File: config.mk
export PLATFORM = sky130hd
export DESIGN_NAME = uart_tx_controller
export DESIGN_NICKNAME = d
export VERILOG_FILES = /design/src/rtl/uart_tx_controller.sv
export SDC_FILE = /design/constraint.sdc
export NUM_CORES = 1
export LEC_CHECK = 0
export CAP_MARGIN = 25
export CELL_PAD_IN_SITES_DETAIL_PLACEMENT = 0
export CELL_PAD_IN_SITES_GLOBAL_PLACEMENT = 1
export CORE_AREA = 4 4 65 67
export DETAILED_ROUTE_END_ITERATION = 10
export DIE_AREA = 0 0 69 71
export PLACE_DENSITY_LB_ADDON = 0.1
export SYNTH_ARGS = -nofsm -noshare
export SYNTH_HDL_FRONTEND = slang
export SYNTH_SLANG_ARGS = --single-unit
File: constraint.sdc
create_clock -name clk -period 3.1 [get_ports clk]
set_input_delay 0.62 -clock clk [delete_from_list [all_inputs] [get_ports clk]]
set_output_delay 0.62 -clock clk [all_outputs]
set_load 0.01 [all_outputs]
File: src/rtl/uart_tx_controller.sv
// UART transmit frame sequencer: drives PISO load/shift, line-mux select and parity.
// Optional parity stage is compiled in with `define UART_TX_PARITY_EN.
module uart_tx_controller #(
  parameter int unsigned CLKS_PER_BIT = 434,
  parameter int unsigned DATA_BITS    = 8,
  parameter int unsigned STOP_BITS    = 1
) (
  input  logic                 clk,
  input  logic                 rst,
  input  logic                 tx_valid,
  input  logic [DATA_BITS-1:0] tx_data,
  input  logic                 parity_odd,
  output logic                 tx_ready,
  output logic                 busy,
  output logic                 done,
  output logic [DATA_BITS-1:0] piso_data,
  output logic                 load,
  output logic                 shift,
  output logic [1:0]           sel,
  output logic                 parity_o
);

  localparam int unsigned BAUD_W = $clog2(CLKS_PER_BIT);
  localparam int unsigned BIT_W  = $clog2(DATA_BITS + 1);

  localparam logic [1:0] SEL_START  = 2'b00;
  localparam logic [1:0] SEL_DATA   = 2'b01;
  localparam logic [1:0] SEL_PARITY = 2'b10;
  localparam logic [1:0] SEL_STOP   = 2'b11;

  typedef enum logic [2:0] {
    S_IDLE,
    S_START,
    S_DATA,
`ifdef UART_TX_PARITY_EN
    S_PARITY,
`endif
    S_STOP
  } state_e;

  state_e               state_q, state_d;
  logic [BAUD_W-1:0]    baud_q, baud_d;
  logic [BIT_W-1:0]     bit_q, bit_d;
  logic [DATA_BITS-1:0] piso_q, piso_d;
  logic                 ready_q, ready_d;
  logic                 busy_q, busy_d;
  logic                 done_q, done_d;
  logic                 load_q, load_d;
  logic                 shift_q, shift_d;
  logic [1:0]           sel_q, sel_d;
  logic                 baud_end;

  assign baud_end = (baud_q == BAUD_W'(CLKS_PER_BIT - 1));

`ifdef UART_TX_PARITY_EN
  logic parity_q, parity_d;
`else
  logic unused_parity_odd;
  assign unused_parity_odd = parity_odd;
`endif

  // Next-state, counters and registered-output precomputation
  always_comb begin
    state_d = state_q;
    bit_d   = bit_q;
    piso_d  = piso_q;
    load_d  = 1'b0;
    shift_d = 1'b0;
    done_d  = 1'b0;
`ifdef UART_TX_PARITY_EN
    parity_d = parity_q;
`endif

    case (state_q)
      S_IDLE: begin
        if (tx_valid && ready_q) begin
          state_d = S_START;
          load_d  = 1'b1;
          piso_d  = tx_data;
`ifdef UART_TX_PARITY_EN
          parity_d = (^tx_data) ^ parity_odd;
`endif
        end
      end
      S_START: begin
        if (baud_end) begin
          state_d = S_DATA;
          bit_d   = '0;
        end
      end
      S_DATA: begin
        if (baud_end) begin
          shift_d = 1'b1;
          if (bit_q == BIT_W'(DATA_BITS - 1)) begin
`ifdef UART_TX_PARITY_EN
            state_d = S_PARITY;
`else
            state_d = S_STOP;
`endif
            bit_d = '0;
          end else begin
            bit_d = bit_q + BIT_W'(1);
          end
        end
      end
`ifdef UART_TX_PARITY_EN
      S_PARITY: begin
        if (baud_end) begin
          state_d = S_STOP;
          bit_d   = '0;
        end
      end
`endif
      S_STOP: begin
        // bit_cnt is reused to count stop bits
        if (baud_end) begin
          if (bit_q == BIT_W'(STOP_BITS - 1)) begin
            state_d = S_IDLE;
            done_d  = 1'b1;
            bit_d   = '0;
          end else begin
            bit_d = bit_q + BIT_W'(1);
          end
        end
      end
      default: state_d = S_IDLE;
    endcase

    if (state_d != state_q || baud_end || state_q == S_IDLE) begin
      baud_d = '0;
    end else begin
      baud_d = baud_q + BAUD_W'(1);
    end

    case (state_d)
      S_START:  sel_d = SEL_START;
      S_DATA:   sel_d = SEL_DATA;
`ifdef UART_TX_PARITY_EN
      S_PARITY: sel_d = SEL_PARITY;
`endif
      default:  sel_d = SEL_STOP;
    endcase

    ready_d = (state_d == S_IDLE);
    busy_d  = (state_d != S_IDLE);
  end

  always_ff @(posedge clk or posedge rst) begin
    if (rst) begin
      state_q <= S_IDLE;
      baud_q  <= '0;
      bit_q   <= '0;
      piso_q  <= '0;
      ready_q <= 1'b1;
      busy_q  <= 1'b0;
      done_q  <= 1'b0;
      load_q  <= 1'b0;
      shift_q <= 1'b0;
      sel_q   <= SEL_STOP;
    end else begin
      state_q <= state_d;
      baud_q  <= baud_d;
      bit_q   <= bit_d;
      piso_q  <= piso_d;
      ready_q <= ready_d;
      busy_q  <= busy_d;
      done_q  <= done_d;
      load_q  <= load_d;
      shift_q <= shift_d;
      sel_q   <= sel_d;
    end
  end

`ifdef UART_TX_PARITY_EN
  always_ff @(posedge clk or posedge rst) begin
    if (rst) begin
      parity_q <= 1'b0;
    end else begin
      parity_q <= parity_d;
    end
  end
  assign parity_o = parity_q;
`else
  assign parity_o = 1'b0;
`endif

  assign tx_ready  = ready_q;
  assign busy      = busy_q;
  assign done      = done_q;
  assign piso_data = piso_q;
  assign load      = load_q;
  assign shift     = shift_q;
  assign sel       = sel_q;

endmodule

; ---- After elaboration in Yosys (flattened, before gate mapping)
; Index checks and enable logic that the tools add are counted.
[totals]
register_bits = 31
[classes]
add_sub_neg = 2
n_eq_ne = 11
mux = 22
reduce_logical = 10
[ops]
columns = op, count
row1 = $mux 4, 5
row2 = $mux 3, 6
row3 = $pmux 3 s4, 1
row4 = $pmux 4 s3, 1
row5 = $add 9x1->9 const B, 1
row6 = $eq 3x2->1 const B, 3
row7 = $eq 9x9->1 const B, 1
row8 = $mux 9, 1
row9 = $mux 1, 7
row10 = $eq 3x1->1 const B, 2
row11 = $logic_not 3->1, 2
row12 = $ne 2x2->1 const B, 3
row13 = $reduce_bool 3->1, 2
row14 = $add 4x1->4 const B, 1
row15 = $eq 4x3->1 const B, 1
row16 = $logic_not 4->1, 1
row17 = $pmux 2 s2, 1
row18 = $reduce_and 4->1, 1
row19 = $ne 3x3->1, 1
row20 = $logic_or 1x1->1, 2
row21 = $reduce_and 2->1, 1
row22 = $logic_and 1x1->1, 1

; ---- Logic depth before layout (Yosys ltp)
; Gate-level depths: netlist of run 1.
[logic_depth]
depth_word = 8
ltp_mapped = 6
ltp_nobuf = 6

; ---- Least setup slack after synthesis of run 1
; OpenSTA, ideal clock, no wires.
[synth_path]
path_kind = reg-to-reg
from = register baud_q[3]
to = register bit_q[0]
setup_time_ns = 0.125
t_arrival_ns = 1.514
required_ns = 2.975
setup_slack_ns = 1.461
path_stages_with_launch = 4
n_path_buf = 0
period_less_slack_ns = 1.639
path_cell_list = dfrtp_1 nor4b_4 or4b_4 mux2_2
[synth_between]
elab_chain_cells = 3
word_cells_on_any_way = 5
cone_classes = eq/ne (4) / reduce/logical (1)
[synth_rtl]
columns = item, line_no
row1 = "start, declared", 42  ; logic [BAUD_W-1:0] baud_q, baud_d;
row2 = "start signal, assigned", 162  ; baud_q <= baud_d;
row3 = $eq 9x9->1 *, 53  ; assign baud_end = (baud_q == BAUD_W'(CLKS_PER_BIT - 1));
row4 = $ne 2x2->1 (no line), n/a
row5 = $reduce_and 4->1 (no line) *, n/a
row6 = "end signal, assigned", 163  ; bit_q <= bit_d;
row7 = "end, declared", 43  ; logic [BIT_W-1:0] bit_q, bit_d;
; Mark *: on every way between the ends. The rest lies on a longest branch, timed or not.
; A chain may end at the register's enable or synchronous reset.

; ---- Final worst setup path of run 1
[layout_path]
from = register ready_q, in the netlist tx_ready
to = output port tx_ready
[layout_lines]
columns = item, line_no
row1 = "start, declared", 45  ; logic ready_q, ready_d;
row2 = "start signal, assigned", 165  ; ready_q <= ready_d;
row3 = "end, declared", 13  ; output logic tx_ready,
; No word-level cell between the ends.

==> results of run 1 <==
==> logic make-up (layout without fill, tap and decap cells) <==
group / after synthesis / after routing / synth area share [%]
simple gates: 42 / 42 / 18.68
flops: 31 / 31 / 54.89
compound gates: 16 / 16 / 7.401
buf+inv: 11 / 42 / 3.788
mux: 9 / 9 / 7.137
xor+xnor: 7 / 7 / 4.317
fa+ha+maj: 4 / 4 / 3.524
other cells: 1 / 2 / 0.2641
==> worst reg2reg max path: stages, from the launching register on <==
cell	delay (ns)
dfrtp_1	0.44
nor4b_4	0.32
or4b_4	0.55
mux2_2	0.28
==> layer usage <==
metal	GRT usage [%]	up-vias
met5	0	-
met1	13.68	479
li1	-	476
met4	5.206	0
met2	20.44	16
met3	4.261	3
==> power by group <==
group          switching, mW  leakage [nW]  internal (mW)
combinational         0.0795         0.313          0.120
clock                  0.148        0.0612          0.260
sequential            0.0277         0.400          0.454
total                  0.255         0.774          0.833
==> sequential cells by signal, indices dropped and copies added, names as in the netlist <==
name,cells
busy,1
state_q,3
piso_data,8
done,1
bit_q,4
load,1
baud_q,9
tx_ready,1
sel,2
shift,1
==> final cells by class <==
type | count | share of cell area, %
flip-flops and latches | 31 | 42.38
clock buffers | 6 | 4.490
well taps | 48 | 3.265
repair buffers | 27 | 14.42
inverters | 7 | 1.429
multi-input cells | 80 | 32.11
clock inverters | 2 | 1.905
==> through the flow <==
stage / util (%) / cells / setup WS, ns
final: 50.62 / 201 / 1.149
after global routing: 50.62 / 201 / 1.100
after CTS: 50.62 / 201 / 1.127
after detailed placement: 47.38 / 193 / 0.9122
after global placement: 47.38 / 193 / 0.9268
after floorplan: - / 122 / 1.461
==> path summary, 6_finish.rpt <==
check                          start           end  slack [ns]  cells after the start
hold reg to reg            baud_q[0]     baud_q[0]        0.50                      1
min in group asynchronous        rst  piso_data[2]        0.71                      3
setup / recovery            tx_ready      tx_ready        1.15                      1
max in group asynchronous        rst        sel[0]        2.07                      3
hold / removal             baud_q[0]     baud_q[0]        0.50                      1
setup reg to reg           baud_q[3]      bit_q[0]        1.39                      3
==> cells in the mapped netlist <==
| library cell | instances |
|---|---|
| or3_1 | 3 |
| dfrtp_1 | 28 |
| buf_4 | 1 |
| and2_1 | 1 |
| o211ai_1 | 2 |
| o21ai_0 | 5 |
| conb_1 | 1 |
| and4_2 | 2 |
| a22o_1 | 1 |
| dfstp_2 | 3 |
| and3b_1 | 1 |
| and3_1 | 1 |
| or4b_4 | 1 |
| nand3_1 | 5 |
| nand2_1 | 5 |
| a211o_1 | 1 |
| nand4bb_1 | 1 |
| nand4b_1 | 1 |
| nand4_1 | 2 |
| nor2_1 | 14 |
| nor4_2 | 1 |
| ha_1 | 4 |
| inv_1 | 7 |
| a32o_1 | 1 |
| nand3b_1 | 1 |
| a221o_1 | 1 |
| clkbuf_1 | 1 |
| nor4b_4 | 1 |
| xnor2_1 | 5 |
| a21oi_1 | 4 |
| buf_6 | 1 |
| buf_2 | 1 |
| a21o_1 | 1 |
| and2b_1 | 1 |
| nor2_4 | 1 |
| xor2_1 | 2 |
| mux2_2 | 9 |
==> key figures, run 1 <==
Drt
  • Detailed-route wire length per cell: 13.00 um
  • Final WL: 2.613 mm
  • DR WL met3: 97 um
  • Met1 WL: 1.146 mm
  • Vias per cell: 4.846
  • Initial DRT Pass Iterations: 3
  • Met2 WL: 1.356 mm
  • DRT iter0 DRCs: 81
  • Antenna-violating nets left: 0
  • Vias: 974
  • Max Used Layer: met4
  • DRC viols: 0

CTS
  • Root buf cell: clkbuf_8
  • Skew-Pair Late Insertion Delay: 0.28 ns
  • CTS clk-pin slew, worst paths: 0.06 ns
  • Clock buffers created by TritonCTS: 5
  • Post_cts resized: 0
  • CTS tree: yes
  • CTS sink cnt: 31
  • Hold buffer count at CTS: 0
  • CTS H-Tree Depth: 2
  • CTS max path bufs: 2
  • Post-CTS setup repair buffer count: 0

Layout
  • Final #Nets: 168
  • Multi-input gate area: 590.6 um2
  • Fill count: 341
  • N_diodes: 0
  • Register area: 779.5 um2
  • Layout cells sized above 1: 18.30%
  • Post-route cell area: 0.001839 mm2
  • Most common cell after layout, fill and taps aside: dfrtp_1
  • Area grow syn2layout: 29.52%
  • Commonest non-fill, non-tap cells in the layout: dfrtp_1 (28), clkdlybuf4s50_1 (25), nor2_1 (14), mux2_2 (9), inv_1 (7)

Timing
  • Max Slew Vio Count: 0
  • Fin. Hold Viols: 0
  • Post-layout min period: 1.951 ns
  • RSZ-0062 raised after global routing: no
  • Setup Skew: 0.001775 ns
  • Fmax: 512.5 MHz
  • # setup viols final: 0
  • Crit share post-route: 62.94%
  • Setup TNS: 0 ns
  • Hold_ws: 0.4979 ns

Synth
  • Post-synth top area share: 49.34%
  • Yosys Warn Count: 0
  • Syn Std Cell Area: 0.001420 mm2
  • Sequential element share of the synthesized area: 54.89%
  • Yosys reg bits: 31
  • Syn Area/Cell: 11.74 um2
  • Post-synth cell types: 37
  • Synth area leader: dfrtp_1
  • Cell count after synthesis: 121
  • Ranking of synthesized cells by area: dfrtp_1 (49%), mux2_2 (7.1%), dfstp_2 (5.6%)

Global route
  • Largest net degree at the start of global routing: 32
  • First-pass GRT wire length: 4.698 mm
  • Vias in the first global route: 1,032
  • GRT Util Overall: 12.03%
  • GRT overflow: 0
  • Initial antenna violation count: 0

Placed design
  • Final Wtd Congestion: 0.7790
  • DP HPWL: 1.886 mm
  • Post-placement cell area: 0.001722 mm2
  • Number of port buffers: 25

Floorplan
  • Chip width: 69 um
  • Die height: 71 um
  • IO Count: 28
  • Die Area: 0.004899 mm2
  • Core footprint: 0.003633 mm2
  • Rows: 22
  • Starting Density: 39.08%

Hold path
  • Hold Crit Class: reg2reg

Setup path
  • Max incr delay on CP: 0.53 ns
  • Worst path top cell family by delay: flip-flops
  • Crit path capture type: output port
  • Critical path buffers and inverters: 1
  • Crit-path max FO: 2
  • Arrival @ worst endpoint: 1.33 ns
  • Type of origin of the critical path: flip-flop
  • WS Path Type: reg2out
  • Worst path slowest cell: dfstp_2
  • Critical Path RT: 2.48 ns
  • Cell Chain, Critical Path: clkdlybuf4s50_1

Power and ir drop
  • Static Leak: 0.7743 nW
  • Final Power: 1.088 mW
  • Peak VDD IR: 0.3768 mV
  • PD cells: 591.4 mW/mm2

Outcome
  • Outcome: finished clean

Flow run
  • Maxcap violations: 0
Note: power is estimated with default switching activity, not from simulation.
==> inputs of run 2 (changes only) <==
- clock period: 3.1 -> 1.9 ns (I/O delays scaled with it)
==> run 2 against run 1 <==
Global-route usage up 0.055 points. Utilization shrank 0.62 points. First-iteration DRC count fell by 37%. Sequential share of layout area is 0.53 points higher. Hold slack lost 0.019 ns. Sequential power rose by 63%. Via count shrank 0.72%. Routed wire length up 3.8%. Critical endpoint is now bit_q[0]. Largest power group unchanged.
==> key figures, run 2 (synthesis results as in run 1) <==
Layout
  • Fill count: 342 (+0.29%)
  • Commonest non-fill, non-tap cells in the layout: dfrtp_1 (28), clkdlybuf4s50_1 (25), nor2_1 (14), mux2_2 (9), inv_1 (7)
  • N_diodes: 0 (unchanged)
  • Most common cell after layout, fill and taps aside: dfrtp_1
  • Register bank with the most flops: baud_q
  • Area grow syn2layout: 27.93%
  • Final #Nets: 169 (+0.60%)
  • Largest register FFs: 9 (unchanged)
  • Layout cells sized above 1: 18.30% (unchanged)

Setup path
  • Crit path capture type: flip-flop
  • WS Path Type: reg2reg
  • Critical path origin: baud_q[3]
  • Arrival @ worst endpoint: 1.88 ns (+0.55 ns)
  • Type of origin of the critical path: flip-flop
  • Critical Path RT: 2.06 ns (-0.42 ns)
  • Crit-path max FO: 6 (+4)
  • FF-to-FF Start: baud_q[3]

CTS
  • Post-CTS setup repair buffer count: 0 (unchanged)
  • Root buf cell: clkbuf_8
  • CTS max path bufs: 2 (unchanged)
  • Clock buffers created by TritonCTS: 5 (unchanged)
  • Hold buffer count at CTS: 0 (unchanged)
  • CTS tree: yes
  • CTS clk-pin slew, worst paths: 0.06 ns (about the same)
  • CTS H-Tree Depth: 2 (unchanged)
  • CTS sink cnt: 31 (unchanged)
  • Skew-Pair Late Insertion Delay: 0.27 ns (about the same)
  • Post_cts resized: 0 (unchanged)

Global route
  • Largest net degree at the start of global routing: 32 (unchanged)
  • First-pass GRT wire length: 4.767 mm (+1.5%)
  • Vias in the first global route: 1,012 (-1.9%)
  • GRT Util Overall: 12.08% (+0.055 points)
  • Initial antenna violation count: 0 (unchanged)
  • GRT overflow: 0 (unchanged)

Floorplan
  • Rows: 22 (unchanged)
  • Starting Density: 39.08% (unchanged)
  • Core footprint: 0.003633 mm2 (unchanged)
  • Die height: 71 um (unchanged)
  • Die Area: 0.004899 mm2 (unchanged)
  • Chip width: 69 um (unchanged)
  • IO Count: 28 (unchanged)

Timing
  • Setup WS post-layout: 0.1846 ns (-0.9643 ns)
  • Setup Skew: 0.006801 ns (+0.005026 ns)
  • # setup viols final: 0 (unchanged)
  • Post-layout min period: 1.715 ns
  • Setup TNS: 0 ns (unchanged)
  • Crit share post-route: 90.28%
  • Fmax: 583.0 MHz
  • RSZ-0062 raised after global routing: no
  • Fin. Hold Viols: 0 (unchanged)
  • Max Slew Vio Count: 0 (unchanged)
  • Hold_ws: 0.4787 ns (-0.01916 ns)

Drt
  • DRT iter0 DRCs: 51 (-37%)
  • Detailed-route wire length per cell: 13.50 um (+3.8%)
  • Antenna-violating nets left: 0 (unchanged)
  • Final WL: 2.713 mm (+3.8%)
  • DRC viols: 0 (unchanged)
  • Vias per cell: 4.811 (-0.72%)
  • Initial DRT Pass Iterations: 4 (+1)
  • Vias: 967 (-0.72%)

Outcome
  • Outcome: finished clean

Power and ir drop
  • Final Power: 1.622 mW (+49%)
  • Static Leak: 0.7654 nW (-1.1%)
  • PD cells: 892.6 mW/mm2 (+51%)
  • Peak VDD IR: 0.5936 mV (+58%)

Placed design
  • DP HPWL: 1.999 mm (+6.0%)
  • Final Wtd Congestion: 0.8224 (+5.6%)
  • Number of port buffers: 25 (unchanged)
  • Pre-CTS setup slack: 0.02080 ns (-0.8914 ns)

Hold path
  • Hold Crit Class: in2async

Flow run
  • Maxcap violations: 0 (unchanged)
## run 2: cell types whose count changed in the layout (fill, tap and decap cells not counted), sizes merged
| cell | previous run | this run |
|---|---|---|
| buf | 2 | 3 |
| bufinv | 1 | 0 |
## run 2: final cells by class
cell class              count  area (um2)  share of cell area [%]
flip-flops and latches     31       779.5                   42.91
multi-input cells          80       590.6                   32.51
repair buffers             28       272.8                   15.01
clock buffers               6       82.58                   4.545
well taps                  48       60.06                   3.306
inverters                   7       26.28                   1.446
clock inverters             1       5.005                  0.2755
## run 2: per-stage QoR
step                instances  utilization (%)  instance area (um2)
floorplan                 122                -                 1424
global placement          194            47.59                 1729
detailed placement        194            47.59                 1729
CTS                       201            50.00                 1817
global route              201            50.00                 1817
finish                    201            50.00                 1817
## run 2: layer usage
metal  global-route usage, %  part of all wire [%]  vias to the layer above
met5                       0                     0                        -
met4                   4.338                  0.96                        0
met3                   4.688                   2.9                        4
met2                   20.44                    53                       19
met1                   13.94                    43                      462
li1                        -                     -                      482
## run 2: power by group
group	internal, mW	switching (mW)
clock	0.284	0.223
combinational	0.197	0.132
sequential	0.741	0.0451
total	1.22	0.400
## run 2: worst max-delay path, stage by stage (launching register included)
cell	delay, ns
dfrtp_1	0.45
nor4b_4	0.33
or4b_4	0.55
mux2_2	0.28
## run 2: path summary, 6_finish.rpt
kind / end / slack, ns / cells after the start
worst max register to register: bit_q[0] / 0.18 / 3
min in group clk: baud_q[0] / 0.48 / 1
max in group asynchronous: sel[1] / 1.09 / 3
worst min register to register: baud_q[0] / 0.48 / 1
worst max-delay path: bit_q[0] / 0.18 / 3
worst min-delay path: load / 0.48 / 3
==> inputs of run 3 (changes only) <==
- GPL_ROUTABILITY_DRIVEN: not set -> 0
==> results of run 3 <==
Same layout as run 2: the final DEF is identical, and so are final timing and power.
